### src/rtl/stream_demux.sv
// Stream demultiplexer: one valid/ready input steered into NUM_ELEM one-entry output registers, unicast or broadcast.
// Optional saturating drop counter on drop_cnt_o, enabled by defining STREAM_DEMUX_DROP_CNT_EN.
module stream_demux #(
    parameter int unsigned NUM_ELEM   = 6,
    parameter int unsigned ELEM_WIDTH = 8,
    parameter int unsigned CNT_WIDTH  = 16,
    localparam int unsigned SEL_W     = $clog2(NUM_ELEM)
) (
    input  logic                                 clk_i,
    input  logic                                 srst_i,
    input  logic [SEL_W-1:0]                     s_i,
    input  logic                                 bcast_i,
    input  logic [ELEM_WIDTH-1:0]                i_i,
    input  logic                                 valid_i,
    output logic                                 ready_o,
    output logic [NUM_ELEM-1:0][ELEM_WIDTH-1:0]  o_o,
    output logic [NUM_ELEM-1:0]                  valid_o,
    input  logic [NUM_ELEM-1:0]                  ready_i
`ifdef STREAM_DEMUX_DROP_CNT_EN
    ,
    output logic [CNT_WIDTH-1:0]                 drop_cnt_o
`endif
);

    logic [NUM_ELEM-1:0]                 free;
    logic [NUM_ELEM-1:0]                 sel_hot;
    logic [NUM_ELEM-1:0]                 load;
    logic [NUM_ELEM-1:0]                 valid_q, valid_d;
    logic [NUM_ELEM-1:0][ELEM_WIDTH-1:0] data_q, data_d;
    logic                                in_range;
    logic                                xfer;

    always_comb begin
        free     = '0;
        sel_hot  = '0;
        load     = '0;
        valid_d  = valid_q;
        data_d   = data_q;
        in_range = 32'(s_i) < NUM_ELEM;

        for (int unsigned k = 0; k < NUM_ELEM; k++) begin
            free[k]    = !valid_q[k] || ready_i[k];
            sel_hot[k] = 32'(s_i) == k;
        end

        // Out-of-range selects are always accepted so the source never stalls on a dropped beat.
        if (bcast_i)
            ready_o = &free;
        else if (in_range)
            ready_o = |(free & sel_hot);
        else
            ready_o = 1'b1;

        xfer = valid_i && ready_o;

        for (int unsigned k = 0; k < NUM_ELEM; k++) begin
            load[k] = xfer && (bcast_i || sel_hot[k]);
            if (load[k]) begin
                valid_d[k] = 1'b1;
                data_d[k]  = i_i;
            end else if (ready_i[k]) begin
                valid_d[k] = 1'b0;
            end
        end
    end

    always_ff @(posedge clk_i) begin
        if (srst_i) begin
            valid_q <= '0;
            data_q  <= '0;
        end else begin
            valid_q <= valid_d;
            data_q  <= data_d;
        end
    end

    assign valid_o = valid_q;
    assign o_o     = data_q;

`ifdef STREAM_DEMUX_DROP_CNT_EN
    logic                 drop;
    logic [CNT_WIDTH-1:0] cnt_q, cnt_d;

    always_comb begin
        drop  = xfer && !bcast_i && !in_range;
        cnt_d = cnt_q;
        if (drop && (cnt_q != '1))
            cnt_d = cnt_q + CNT_WIDTH'(1);
    end

    always_ff @(posedge clk_i) begin
        if (srst_i)
            cnt_q <= '0;
        else
            cnt_q <= cnt_d;
    end

    assign drop_cnt_o = cnt_q;
`else
    logic unused_cnt_width;
    assign unused_cnt_width = ^CNT_WIDTH;
`endif

endmodule

### config.mk
export PLATFORM = sky130hd
export DESIGN_NAME = stream_demux
export DESIGN_NICKNAME = d
export VERILOG_FILES = /design/src/rtl/stream_demux.sv
export SDC_FILE = /design/constraint.sdc
export NUM_CORES = 1
export LEC_CHECK = 0
export CAP_MARGIN = 20
export CORE_UTILIZATION = 55
export CTS_CLUSTER_SIZE = 10
export DETAILED_ROUTE_END_ITERATION = 8
export DONT_BUFFER_PORTS = 1
export PLACE_DENSITY = 0.79
export RECOVER_POWER = 100
export SYNTH_ARGS = -nofsm -noshare
export SYNTH_HDL_FRONTEND = slang
export SYNTH_SLANG_ARGS = --single-unit
### constraint.sdc
create_clock -name clk_i -period 3.31 [get_ports clk_i]
set_clock_uncertainty 0.2 [all_clocks]
set_input_delay 0.662 -clock clk_i [delete_from_list [all_inputs] [get_ports clk_i]]
set_output_delay 0.662 -clock clk_i [all_outputs]
set_load 0.02 [all_outputs]
Yosys cells after proc, flatten, opt, wreduce, memory -nomap -nowiden:

Cells that the tools add are included.
Widths: inputs -> output; s select.

* order comparisons: 1
* equal/unequal tests: 5
* multiplexer cells: 14
* bitwise gates (word level): 1
* reduce and logical (&&, ||, !) cells: 34

Operators by type and width (number)
* $mux 1: 14
* $logic_or 1x1->1: 12
* $reduce_bool 2->1: 6
* $logic_and 1x1->1: 7
* $and 6x6->6: 1
* $eq 3x2->1 const B: 2
* $eq 3x3->1 const B: 2
* $logic_not 1->1: 6
* $reduce_and 6->1: 1
* $reduce_or 6->1: 1
* $eq 3x1->1 const B: 1
* $logic_not 3->1: 1
* $lt 3x3->1 const B: 1

* register bits: 54
* input port bits: 21
* output and inout bits: 55
* word-level logic and storage cells: 67

Logic depth before layout (Yosys ltp):

* depth after elaboration: 9
* depth in mapped cells: 8
* mapped depth without buffers: 5

Worst setup path after synthesis:

No wires, ideal clock.

* path type: input-to-output
* start point: input s_i[0]
* end point: output ready_o
* arrival time: 1904 ps
* data required time: 2448 ps
* path slack: 544 ps
* stages on the path: 7
* buffers on the path: 3
* cells stage by stage: buf_4 > nor3b_1 > a22oi_1 > o21a_2 > buf_6 > buf_6 > o21ai_1

* cells in the longest elaborated chain, start to end: 5
* elaborated cells on any way between the ends: 11
* those cells by class: 1 x order compare; 5 x eq/ne; 2 x mux; 1 x bitwise; 2 x reduce/logical

RTL lines
* from (decl): line 11 `input logic [SEL_W-1:0] s_i,`
* $eq 3x1->1, or another cell as far along: line 43 `sel_hot[k] = 32'(s_i) == k;`
* $and 6x6->6: line 50 `ready_o = |(free & sel_hot);`
* $reduce_or 6->1: line 50
* $mux 1 *: line 49 `else if (in_range)`
* $mux 1 *: line 47 `if (bcast_i)`
* to (decl): line 15 `output logic ready_o,`

Mark *: on every way between the ends. The rest lies on a longest branch, timed or not.

Worst setup path after layout:

* start point: register valid_q[0], in the netlist valid_o[0]
* end point: register data_q (netlist bit o_o[31])

* cells in the longest elaborated chain, start to end: 8
* elaborated cells on any way between the ends: 9
* those cells by class: 2 x mux; 1 x bitwise; 6 x reduce/logical

RTL lines
* from (decl): line 28 `logic [NUM_ELEM-1:0] valid_q, valid_d;`
* from (signal assigned): line 72 `valid_q <= valid_d;`
* $logic_not 1->1 *: line 42 `free[k] = !valid_q[k] || ready_i[k];`
* $logic_or 1x1->1 *: line 42
* $and 6x6->6: line 50
* $reduce_or 6->1: line 50
* $mux 1: line 49
* $mux 1 *: line 47
* $logic_and 1x1->1 *: line 54 `xfer = valid_i && ready_o;`
* $logic_and 1x1->1 *: line 57 `load[k] = xfer && (bcast_i || sel_hot[k]);`
* to (signal assigned): line 73 `data_q <= data_d;`
* to (decl): line 29 `logic [NUM_ELEM-1:0][ELEM_WIDTH-1:0] data_q, data_d;`

Marked as above.
A chain may end at the register's enable or synchronous reset.

==> flow_summary.rst <==
.. list-table::
   :header-rows: 1

   * - Metric
     - Value
   * - Chain of cells forming the critical path
     - nand2b_1 > and4_1 > a21o_1 > o31ai_1 > o211ai_1
   * - First drt pass iteration count
     - 5
   * - Peak VDD IR
     - 0.242 mV
   * - Maximum clock path buffer count
     - 2
   * - Maxcap violations
     - 0
   * - CTS buffer count
     - 5
   * - Setup TNS Final
     - 0 ns
   * - Endpoint required time on the critical path
     - 3.26 ns
   * - Cell depth of the worst hold path
     - 1
   * - Hold violation count in the final report
     - 0
   * - Maximum fanout encountered on the critical timing path
     - 9
   * - Total gr overflow
     - 0
   * - Vias in the first global route
     - 2,384
   * - Dominant synthesized flop cell
     - dfxtp_1
   * - Violation count after the first detailed-routing iteration
     - 254
   * - CP startpoint kind
     - register
   * - Number of buffers inserted by post-CTS setup repair
     - 0
   * - Count of instances resized after the clock tree is built
     - 0
   * - DRC violations left
     - 0
   * - Clock Tree Root
     - clkbuf_8
   * - Overall track demand over capacity in global routing
     - 27.5%
   * - Number of rows in the core area
     - 26
   * - Flops & latches, synth
     - 54
   * - Crit path buffers/inverters
     - 0
   * - Slew @ Worst Pin
     - 1.26 ns
   * - Worst rel slew slack
     - 15.6%
   * - Worst EP arrival
     - 2.71 ns
   * - Path category of the worst min-delay check
     - in2reg
   * - Final antenna-violating net count
     - 0
   * - Syn Inst Count
     - 340
   * - Final Routed Wirelength
     - 8.14 mm
   * - Critical path endpoint category
     - register
   * - Number of hold-repair buffers added at the cts stage
     - 0
   * - Critical R2R Launch
     - valid_o[0]
   * - Static leakage
     - 0.888 nW
   * - Insertion delay to the later sink of the worst-skew pair
     - 0.31 ns
   * - Synthesized area per cell
     - 9.06 µm²
   * - Post-route cell area
     - 3080 µm²
   * - Average via count per standard cell
     - 6.91
   * - Global placement routability congestion
     - 0.806
   * - Min cycle time layout
     - 2.77 ns
   * - Growth of design area from synthesis to finish
     - 0.122%
   * - Pwr per Cell Area
     - 479 nW/µm²
   * - Nets in the synthesized netlist
     - 361
   * - Timing-limited maximum frequency
     - 362 MHz
   * - Setup repair after global routing missed its margin
     - no
   * - Number of I/O pins
     - 76
   * - Diodes inserted
     - 0
   * - Worst path slowest cell
     - o31ai_1
   * - Kind of cell adding the most delay to the critical path
     - compound AO/OA/AOI/OAI gates
   * - Number of enable flip-flop cells after synthesis
     - 0
   * - Final-report max-slew violation count
     - 0
   * - H-tree depth
     - 2
   * - Clock tree from TritonCTS
     - done
   * - Worst setup startpoint
     - valid_o[0]
   * - Register area
     - 1080 µm²
   * - Area of the core
     - 5240 µm²
   * - Die width
     - 76.8 µm
   * - Area of the multi-input gates
     - 1590 µm²
   * - Post-Syn Area
     - 3080 µm²
   * - Post-placement cell area
     - 3040 µm²
   * - Clk sinks
     - 54
   * - Instance count on the critical path
     - 5
   * - Die Area
     - 5900 µm²
   * - Asr flop ratio synth
     - 0%
   * - Run status
     - complete, no violations
   * - Count of cell types in the netlist
     - 34
   * - Portion of the clock cycle consumed by the worst path in the final layout
     - 83.5%
   * - Worst Hold Launch
     - srst_i
   * - DP Wirelength
     - 5.03 mm
   * - Starting density of the core
     - 58.8%
   * - First-pass GRT wire length
     - 13.0 mm
   * - Count of input and output buffers
     - 0
   * - Crit path largest cell delay
     - 1.02 ns
   * - Die height
     - 76.8 µm
   * - Initial antenna violation count
     - 0
   * - Largest net degree at the start of global routing
     - 60
   * - Number of warnings reported in the yosys synthesis log
     - 0
   * - Setup violators final
     - 0
   * - Count of filler cells inserted in the layout
     - 462
   * - Routed len/inst
     - 21.3 µm
   * - Total vias in the final route
     - 2,638
   * - Share of cells above drive strength 1
     - 7.05%
   * - Total number of nets in the final design
     - 332
   * - Number of cells on the worst reg-to-reg path
     - 5
   * - Clock-pin slew on the worst setup and hold paths
     - 0.10 ns
   * - Type of the setup path with the least slack
     - reg2reg
   * - Proportion of synthesized chip area in sequential cells
     - 35.1%
final cells by class:
class / count / area share [%]
inverter: 51 / 6.21
clock inverter: 2 / 0.527
clock buffer: 6 / 2.68
multi-input combinational: 195 / 51.4
timing repair buffer: 4 / 1.30
tap: 70 / 2.84
sequential: 54 / 35.1
logic make-up (layout without fill, tap and decap cells):
kind of cell / after synthesis / count (layout) / synth area share, %
buffers and inverters: 91 / 63 / 12.0
AOI/OAI and AO/OA: 165 / 165 / 46.5
DFF: 54 / 54 / 35.1
and+or+nand+nor: 30 / 30 / 6.34
per-stage QoR:
step	power (mW)	hold WS (ns)	worst slack [ns]	utilization (%)	instances
floorplan	1.07	0.388	0.544	-	340
global placement	1.10	0.414	0.770	58.1	374
detailed placement	1.11	0.421	0.742	58.1	374
CTS	1.50	0.254	0.712	60.0	382
global route	1.55	0.243	0.394	58.9	382
finish	1.48	0.287	0.545	58.9	382
cells in the final DEF (no fill, tap or decap), types with 2 or more instances in the layout:
cell type and instances:
a211o_1 48, o2111ai_1 48, or2_1 3, clkbuf_8 6, nand2b_1 6, o21bai_1 2, dfxtp_1 54, nand2_1 9
o211ai_1 48, o31ai_1 4, nor3b_1 2, inv_1 51, buf_4 2, o22ai_1 6
synth_stat cells (all sizes together), types with 3 or more instances:
cell / instances / area, µm²
dfxtp: 54 / 1080
inv: 51 / 191
a211o: 48 / 420
o2111ai: 48 / 420
o211ai: 48 / 360
clkbuf: 28 / 105
buf: 12 / 73.8
nand2: 9 / 33.8
nand2b: 7 / 46.3
o22ai: 6 / 37.5
o31ai: 5 / 106
or2: 3 / 18.8
final timing paths:
kind | slack, ns | end
min reg2reg | 0.43 | o_o[43]
min | 0.29 | valid_o[5]
max | 0.54 | o_o[31]
max reg2reg | 0.54 | o_o[31]
metal layers:
| metal | track usage [%] | wire (µm) | vias up |
|---|---|---|---|
| met2 | 42.8 | 3810 | 92 |
| met3 | 8.69 | 777 | 11 |
| met4 | 10.0 | 116 | 0 |
| met5 | 0 | 0 | - |
| met1 | 35.6 | 3440 | 1267 |
| li1 | - | - | 1268 |
state kept, by name (all words and copies together) (netlist names):
name / cells
o_o: 48
valid_o: 6
power breakdown:
group          switching (mW)  internal [mW]  leakage [nW]
Sequential              0.128          0.709         0.442
Combinational           0.164         0.0810         0.398
Clock                   0.224          0.173        0.0478
Total                   0.516          0.963         0.888
No activity file was read; power rests on OpenSTA's default activity.
